[src/rtl/spi_wrapper_shared_pkg.sv]
// Shared types and command encodings for the SPI-RAM wrapper.
package spi_wrapper_shared_pkg;

    typedef enum logic [2:0] {
        IDLE       = 3'd0,
        CHK_CMD    = 3'd1,
        WRITE      = 3'd2,
        READ_ADD   = 3'd3,
        READ_DATA  = 3'd4,
        READ_WAIT  = 3'd5,
        READ_SHIFT = 3'd6,
        HOLD       = 3'd7
    } spi_slv_state_e;

    localparam logic [1:0] CMD_WR_ADDR = 2'b00;
    localparam logic [1:0] CMD_WR_DATA = 2'b01;
    localparam logic [1:0] CMD_RD_ADDR = 2'b10;
    localparam logic [1:0] CMD_RD_DATA = 2'b11;

endpackage

[src/rtl/spi_tx_serializer.sv]
// MSB-first parallel-to-serial shifter driving MISO for one RAM read word.
module spi_tx_serializer #(
    parameter int unsigned DATA_WIDTH = 8
) (
    input  logic                  clk,
    input  logic                  rst,
    input  logic                  load,
    input  logic [DATA_WIDTH-1:0] tx_data,
    input  logic                  shift_en,
    output logic                  miso,
    output logic                  done_c
);

    localparam int unsigned CW = $clog2(DATA_WIDTH + 1);

    logic [DATA_WIDTH-1:0] sh_q, sh_d;
    logic [CW-1:0]         cnt_q, cnt_d;
    logic                  busy_q, busy_d;
    logic                  miso_q, miso_d;

    // Load puts the MSB on the line right away; each enabled cycle advances one bit.
    always_comb begin
        sh_d   = sh_q;
        cnt_d  = cnt_q;
        busy_d = busy_q;
        miso_d = 1'b0;
        if (load) begin
            miso_d = tx_data[DATA_WIDTH-1];
            sh_d   = tx_data << 1;
            cnt_d  = CW'(DATA_WIDTH - 1);
            busy_d = 1'b1;
        end else if (shift_en && busy_q && (cnt_q != '0)) begin
            miso_d = sh_q[DATA_WIDTH-1];
            sh_d   = sh_q << 1;
            cnt_d  = cnt_q - CW'(1);
        end else begin
            busy_d = 1'b0;
        end
    end

    // Serializer state registers.
    always_ff @(posedge clk) begin
        if (rst) begin
            sh_q   <= '0;
            cnt_q  <= '0;
            busy_q <= 1'b0;
            miso_q <= 1'b0;
        end else begin
            sh_q   <= sh_d;
            cnt_q  <= cnt_d;
            busy_q <= busy_d;
            miso_q <= miso_d;
        end
    end

    assign miso   = miso_q;
    assign done_c = busy_q && (cnt_q == '0);

endmodule

[src/rtl/spi_slave_burst.sv]
// SPI slave front-end: command frame deserialiser, read-word serialiser, burst and timeout control.
module spi_slave_burst
    import spi_wrapper_shared_pkg::*;
#(
    parameter int unsigned ADDR_SIZE  = 8,
    parameter int unsigned DATA_WIDTH = 8,
    parameter int unsigned BURST_EN   = 1,
    parameter int unsigned TX_TIMEOUT = 16
) (
    input  logic                  clk,
    input  logic                  rst,
    input  logic                  SS_n,
    input  logic                  MOSI,
    output logic                  MISO,
    output logic [ADDR_SIZE+1:0]  rx_data,
    output logic                  rx_valid,
    input  logic [DATA_WIDTH-1:0] tx_data,
    input  logic                  tx_valid,
    output logic                  err
);

    localparam int unsigned FRAME_W = ADDR_SIZE + 2;
    localparam int unsigned BCW     = $clog2(FRAME_W);
    localparam int unsigned TCW     = $clog2(TX_TIMEOUT + 1);

    spi_slv_state_e       state_q, state_d;
    logic [FRAME_W-1:0]   shift_q, shift_d;
    logic [BCW-1:0]       bit_cnt_q, bit_cnt_d;
    logic [TCW-1:0]       tcnt_q, tcnt_d;
    logic                 rd_addr_done_q, rd_addr_done_d;
    logic [FRAME_W-1:0]   rx_data_q, rx_data_d;
    logic                 rx_valid_q, rx_valid_d;
    logic                 err_q, err_d;
    logic                 ser_load_c, ser_shift_c, ser_done_c;

    // Next-state, frame capture, timeout and burst control.
    always_comb begin
        state_d        = state_q;
        shift_d        = shift_q;
        bit_cnt_d      = bit_cnt_q;
        tcnt_d         = tcnt_q;
        rd_addr_done_d = rd_addr_done_q;
        rx_data_d      = rx_data_q;
        rx_valid_d     = 1'b0;
        err_d          = 1'b0;
        ser_load_c     = 1'b0;
        ser_shift_c    = 1'b0;

        if (SS_n) begin
            state_d   = IDLE;
            bit_cnt_d = '0;
            tcnt_d    = '0;
        end else begin
            unique case (state_q)
                IDLE: begin
                    state_d   = CHK_CMD;
                    bit_cnt_d = '0;
                    tcnt_d    = '0;
                end
                CHK_CMD: begin
                    bit_cnt_d = '0;
                    if (!MOSI)              state_d = WRITE;
                    else if (rd_addr_done_q) state_d = READ_DATA;
                    else                     state_d = READ_ADD;
                end
                WRITE, READ_ADD, READ_DATA: begin
                    shift_d = {shift_q[FRAME_W-2:0], MOSI};
                    if (bit_cnt_q == BCW'(FRAME_W - 1)) begin
                        rx_data_d  = shift_d;
                        rx_valid_d = 1'b1;
                        bit_cnt_d  = '0;
                        if (state_q == READ_DATA) begin
                            rd_addr_done_d = 1'b0;
                            tcnt_d         = '0;
                            state_d        = READ_WAIT;
                        end else begin
                            if (state_q == READ_ADD) rd_addr_done_d = 1'b1;
                            state_d = HOLD;
                        end
                    end else begin
                        bit_cnt_d = bit_cnt_q + BCW'(1);
                    end
                end
                READ_WAIT: begin
                    if (tx_valid) begin
                        ser_load_c = 1'b1;
                        tcnt_d     = '0;
                        state_d    = READ_SHIFT;
                    end else if (tcnt_q == TCW'(TX_TIMEOUT - 1)) begin
                        err_d   = 1'b1;
                        tcnt_d  = '0;
                        state_d = HOLD;
                    end else begin
                        tcnt_d = tcnt_q + TCW'(1);
                    end
                end
                READ_SHIFT: begin
                    ser_shift_c = 1'b1;
                    if (ser_done_c) begin
                        if (BURST_EN != 0) begin
                            rx_valid_d = 1'b1;
                            rx_data_d  = {CMD_RD_DATA, {ADDR_SIZE{1'b0}}};
                            state_d    = READ_WAIT;
                        end else begin
                            state_d = HOLD;
                        end
                    end
                end
                HOLD: state_d = HOLD;
                default: state_d = IDLE;
            endcase
        end
    end

    // State and datapath registers.
    always_ff @(posedge clk) begin
        if (rst) begin
            state_q        <= IDLE;
            shift_q        <= '0;
            bit_cnt_q      <= '0;
            tcnt_q         <= '0;
            rd_addr_done_q <= 1'b0;
            rx_data_q      <= '0;
            rx_valid_q     <= 1'b0;
            err_q          <= 1'b0;
        end else begin
            state_q        <= state_d;
            shift_q        <= shift_d;
            bit_cnt_q      <= bit_cnt_d;
            tcnt_q         <= tcnt_d;
            rd_addr_done_q <= rd_addr_done_d;
            rx_data_q      <= rx_data_d;
            rx_valid_q     <= rx_valid_d;
            err_q          <= err_d;
        end
    end

    spi_tx_serializer #(
        .DATA_WIDTH (DATA_WIDTH)
    ) u_ser (
        .clk      (clk),
        .rst      (rst),
        .load     (ser_load_c),
        .tx_data  (tx_data),
        .shift_en (ser_shift_c),
        .miso     (MISO),
        .done_c   (ser_done_c)
    );

    assign rx_data  = rx_data_q;
    assign rx_valid = rx_valid_q;
    assign err      = err_q;

endmodule

[config.mk]
export PLATFORM = sky130hd
export DESIGN_NAME = spi_slave_burst
export DESIGN_NICKNAME = d
export VERILOG_FILES = /design/src/rtl/spi_wrapper_shared_pkg.sv /design/src/rtl/spi_tx_serializer.sv /design/src/rtl/spi_slave_burst.sv
export SDC_FILE = /design/constraint.sdc
export NUM_CORES = 1
export LEC_CHECK = 0
export ABC_AREA = 1
export CAP_MARGIN = 20
export CORE_ASPECT_RATIO = 0.6
export CORE_MARGIN = 2
export CORE_UTILIZATION = 55
export DETAILED_ROUTE_END_ITERATION = 10
export GPL_TIMING_DRIVEN = 0
export PLACE_DENSITY = 0.84
export SYNTH_ARGS = -nofsm -noshare
export SYNTH_HDL_FRONTEND = slang
export SYNTH_HIERARCHICAL = 1
export SYNTH_SLANG_ARGS = --single-unit
[constraint.sdc]
create_clock -name clk -period 2.4 [get_ports clk]
set_clock_uncertainty 0.1 [all_clocks]
set_input_delay 0.48 -clock clk [delete_from_list [all_inputs] [get_ports clk]]
set_output_delay 0.48 -clock clk [all_outputs]
set_load 0.005 [all_outputs]
**Word-level counts from Yosys, hierarchy flattened**

Cells that the tools add are included.
W data, S select, Z words.

- Logic and storage cells: 90
- Bits in registers: 47

- $add $sub $neg: 3
- Reductions and logical operators: 21
- Bitwise operators: 2
- Equality and inequality tests: 14
- Muxes and demuxes: 37

Operators by type and width:

| kind | count |
|---|---|
| $mux W3 | 8 |
| $mux W10 | 2 |
| $mux W5 | 4 |
| $pmux W10 S2 | 1 |
| $pmux W3 S6 | 1 |
| $mux W8 | 2 |
| $pmux W5 S3 | 1 |
| $mux W1 | 14 |
| $eq A3 B3 Y1 const B | 4 |
| $ne A2 B2 Y1 const B | 4 |
| $pmux W4 S2 | 1 |
| $reduce_and A4 Y1 | 2 |
| $reduce_bool A2 Y1 | 4 |
| $eq A3 B2 Y1 const B | 2 |
| $reduce_and A3 Y1 | 2 |
| $reduce_or A2 Y1 | 3 |
| $add A5 B1 Y5 const B | 1 |
| $eq A5 B4 Y1 const B | 1 |
| $add A4 B1 Y4 const B | 1 |
| $eq A4 B4 Y1 const B | 1 |
| $logic_not A4 Y1 | 1 |
| $mux W4 | 1 |
| $reduce_bool A4 Y1 | 1 |
| $reduce_or A4 Y1 | 1 |
| 11 further kinds | 14 |

**Longest topological paths before layout**

- Depth after elaboration: 7
- Mapped depth: 12
- Mapped depth without buffers: 12

**Cells and area by module**

The synthesis kept the hierarchy.

Modules (own cells, without submodules):

| module | cells each | area an instance (sq um) | seq. area each (sq um) | instances |
|---|---|---|---|---|
| spi_slave_burst | 225 | 1637.8 | 680.7 | 1 |
| spi_tx_serializer | 100 | 711.9 | 260.2 | 1 |

**Worst setup path after synthesis**

Ideal clock, no wire load.

- Path type: reg2reg
- Start: reg state_q[2]
- End: reg u_ser.miso_q, in the netlist u_ser/miso
- Arrival: 1452 ps
- Path slack: 728 ps
- Stages on the path, launching flop included: 7
- Period minus slack after synthesis: 1672 ps
- Library setup time: 120 ps
- Cell sequence: dfxtp_1 nand3_1 nor3_1 inv_2 buf_4 o21ai_0 nor3_2

- Elaborated cells on any way between the ends: 10
- Those cells by class: 2 x eq/ne; 6 x mux; 2 x reduce/logical

RTL lines:

| element | line | text |
|---|---|---|
| start: declaration | spi_slave_burst.sv:26 | `spi_slv_state_e state_q, state_d;` |
| start signal: assignment | spi_slave_burst.sv:127 | `state_q <= state_d;` |
| $eq A3 B3 Y1 | spi_slave_burst.sv:54 | `unique case (state_q)` |
| $mux W1 | spi_slave_burst.sv:54 |  |
| $mux W1 | spi_slave_burst.sv:49 | `if (SS_n) begin` |
| named net ser_load_c | spi_slave_burst.sv:34 | `logic ser_load_c, ser_shift_c, ser_done_c;` |
| $mux W1 | spi_tx_serializer.sv:27 | `if (load) begin` |
| end signal: assignment | spi_tx_serializer.sv:52 | `miso_q <= miso_d;` |
| end: declaration | spi_tx_serializer.sv:19 | `logic miso_q, miso_d;` |

The timed path passes the listed nets, and every way through them passes these cells.
A chain may end at the register's enable or synchronous reset.

**Final worst setup path**

- Start: in tx_valid
- End: reg u_ser.miso_q, in the netlist u_ser/miso

- Longest elaborated chain between the ends: 4

RTL lines:

| element | line | text |
|---|---|---|
| start: declaration | spi_slave_burst.sv:18 | `input logic tx_valid,` |
| $mux W1 | spi_slave_burst.sv:85 | `if (tx_valid) begin` |
| $mux W1 | spi_slave_burst.sv:54 |  |
| $mux W1 | spi_slave_burst.sv:49 |  |
| named net ser_load_c | spi_slave_burst.sv:34 |  |
| $mux W1 | spi_tx_serializer.sv:27 |  |

The timed path passes the listed nets, and every way through them passes these cells.

==> impl_results.md <==
* Run status: complete, no violations
* Cells after DPL at 410
* Dpl hpwl at 3430 um
* Pre-antenna DRT Iters at 4
* Fraction of registers with async set/reset at 0
* RSZ-0062 raised after global routing: no
* Worst EP arrival at 2.06 ns
* Resize count post-CTS at 0
* Syn_area_per_cell at 7.23 um^2
* Slew Limit Fails at 0
* Die area at 4830 um^2
* Setup_tns at 0 ns
* CTS tree: yes
* Final #Nets at 374
* Largest net degree at the start of global routing at 16
* Min cycle time layout at 1.96 ns
* Area delta synth->final at 19.6%
* Die height at between 50 and 60 um
* Gate Count Post-Synth at 325
* Primary FF master, synth: dfxtp_1
* Final Hold Fails at 0
* Largest area contributor in the netlist: dfxtp_1
* Count leader, synth: nand2_1
* Peak per-stage delay on the critical path at 0.52 ns
* Slew HR at 0.711
* Clock net sink count at 47
* CP max stage cell: clkdlybuf4s50_1
* Root buf cell: clkbuf_8
* CTS H-tree depth at 2
* Via density at between 4 and 5
* Top cells by area, synth: dfxtp_1 40%, nand2_1 12%, nand3_1 6.8%
* Seq/Total Area, Yosys at 0.400
* Fraction of layout cells with a size suffix above 1 at 0.156
* Area fraction of the dominant cell type after synthesis at 0.400
* Pleak at around 1.1 nW
* Post-Syn Nets at between 300 and 400
* YS warnings at 6
* Startpoint Class: input pin
* Initial antenna violation count at 0
* CP required at 2.50 ns
* First DRT Iteration DRCs at 126
* Sw Pwr at around 0.35 mW
* Tcrit/Tclk final at 0.818
* I/O pins at 26
* Endpoints failing setup at 0
* CTS hold repair buffers at 0
* Post-layout instance area at 2810 um^2
* Seq pwr share at 0.495
* Std-Cell Rows at 18
* Worst-path cell chain: clkdlybuf4s50_1 > inv_1 > nor3_1 > inv_2 > buf_4 > o21ai_0 > nor3_2
* Switching Share at 0.219
* Post-Syn Area at about 2300 um^2
* Yosys cell types at 35
* WL per Instance at 10.9 um
* TritonCTS Buffers at 5
* Longest Clk Path Bufs at 2
* DP Area at 2680 um^2
* Max Cap Viol at 0
* Worst IR Drop VDD at between 0.3 and 0.4 mV
* Tot GR Track Use at 0.204
* Worst skew pair latency at 0.30 ns
* Combinational Power Share at 0.079
* Detailed-route via count at roughly 2100
* CP Class: in -> reg
* GR Overflow Total at 0
* Min-delay worst type: reg -> reg
* Hold Worst Slack at 0.344 ns
* Slew @ Worst Pin at between 0.4 and 0.5 ns
* Setup bufs post-CTS at 0
* Reg clk slew, reported paths at 0.09 ns
* First-pass GRT wire length at ~7500 um
* Fmax at 0.509 GHz
* CP max FO at 10
* Synth Register Bits at 47
* DR DRC count at 0
* Final WL at around 4500 um
* Core footprint at 4100 um^2
* Synth top cells by count: 76 x nand2_1, 47 x dfxtp_1, 40 x nor2_1, 32 x inv_1, 32 x nand3_1
* Total power divided by cell area at 575 nW/um^2
* Count of antenna diodes in the layout at 0
* Chip Width at 88.4 um
* Crit end category: flop
* GPL Wtd Cong at 0.856
* Post-synth EDFFs at 0
* Clk network pwr share at 0.425
* Finished Layout Cells at 418
* Routed Antenna Nets at 0
* Internal at 1.26 mW
* IO buf count at 25
* Pwr Total at ~1.6 mW
* Starting Density at 0.573
* Vias in the first global route at 1715
layout by cell type (no fill, tap or decap), types with 2 or more instances in the layout:
cell type / n
xor2_1: 2
nand2_1: 76
nor2_1: 40
nand4_1: 6
a21oi_1: 19
nor3_1: 4
buf_2: 4
inv_1: 32
clkdlybuf4s50_1: 25
nand2_2: 10
o21ai_0: 8
a21oi_2: 6
nand3_2: 3
nor2_2: 3
nand2_4: 3
inv_2: 8
ha_1: 4
clkbuf_8: 5
nand2_8: 2
nand3_1: 32
bufinv_16: 2
dfxtp_1: 47
registers in the layout, indices dropped and copies added, names as in the netlist:
name and cells:
u_ser/miso 1, u_ser/cnt_q 4, err 1, bit_cnt_q 4, rx_data 10, u_ser/sh_q 7
rx_valid 1, u_ser/busy_q 1, rd_addr_done_q 1, tcnt_q 5, state_q 3, shift_q 9
through the flow:
| step | util | setup slack, ns |
|---|---|---|
| 5_1_grt | 0.686 | 0.330 |
| 2_1_floorplan | - | 0.728 |
| 3_3_place_gp | 0.653 | 0.154 |
| 6_report | 0.686 | 0.436 |
| 4_1_cts | 0.686 | 0.439 |
| 3_5_place_dp | 0.653 | 0.108 |
critical path: cells and delay by family:
family,cells,cell delay [ns]
AO/OA/AOI/OAI,1,0.20
buffers and inverters,4,0.95
AND/OR/NAND/NOR,2,0.42
path summary, 6_finish.rpt:
| path | to | startpoint | slack (ns) | depth (start not counted) |
|---|---|---|---|---|
| max reg2reg | u_ser/miso$_SDFF_PP0_ | state_q[2]$_SDFFE_PP0P_ | 0.49 | 6 |
| min reg2reg | tcnt_q[4]$_SDFFE_PP0P_ | tcnt_q[4]$_SDFFE_PP0P_ | 0.34 | 2 |
| min | tcnt_q[4]$_SDFFE_PP0P_ | tcnt_q[4]$_SDFFE_PP0P_ | 0.34 | 2 |
| max | u_ser/miso$_SDFF_PP0_ | tx_valid | 0.44 | 7 |
power by group through the flow:
stage / combinational (mW) / clock, mW / sequential [mW]
2_1_floorplan: 0.0762 / 0 / 0.819
6_report: 0.128 / 0.687 / 0.801
4_1_cts: 0.128 / 0.700 / 0.801
5_1_grt: 0.143 / 0.727 / 0.803
3_5_place_dp: 0.128 / 0 / 0.819
3_3_place_gp: 0.124 / 0 / 0.819
cells by family after synthesis:
group	Yosys count	share of synthesized area
fa+ha+maj	4	0.0213
buf+inv	49	0.0857
simple gates	183	0.376
flops	47	0.400
xor+xnor	2	0.00746
compound gates	40	0.109
cell type report:
| cell class | count | area [um^2] |
|---|---|---|
| multi-input cells | 229 | 1210 |
| fillers | 352 | 1290 |
| flip-flops and latches | 47 | 941 |
| well taps | 60 | 75.1 |
| repair buffers | 25 | 250 |
| clock inverters | 3 | 67.6 |
| plain buffers | 8 | 46.3 |
| inverters | 41 | 155 |
| clock buffers | 5 | 68.8 |
layer usage:
metal | track usage | part of all wire
met1 | 0.285 | 0.51
met2 | 0.317 | 0.43
met3 | 0.0422 | 0.048
met4 | 0.0707 | 0.011
met5 | 0 | 0
Power figures use the tool's default switching activity.
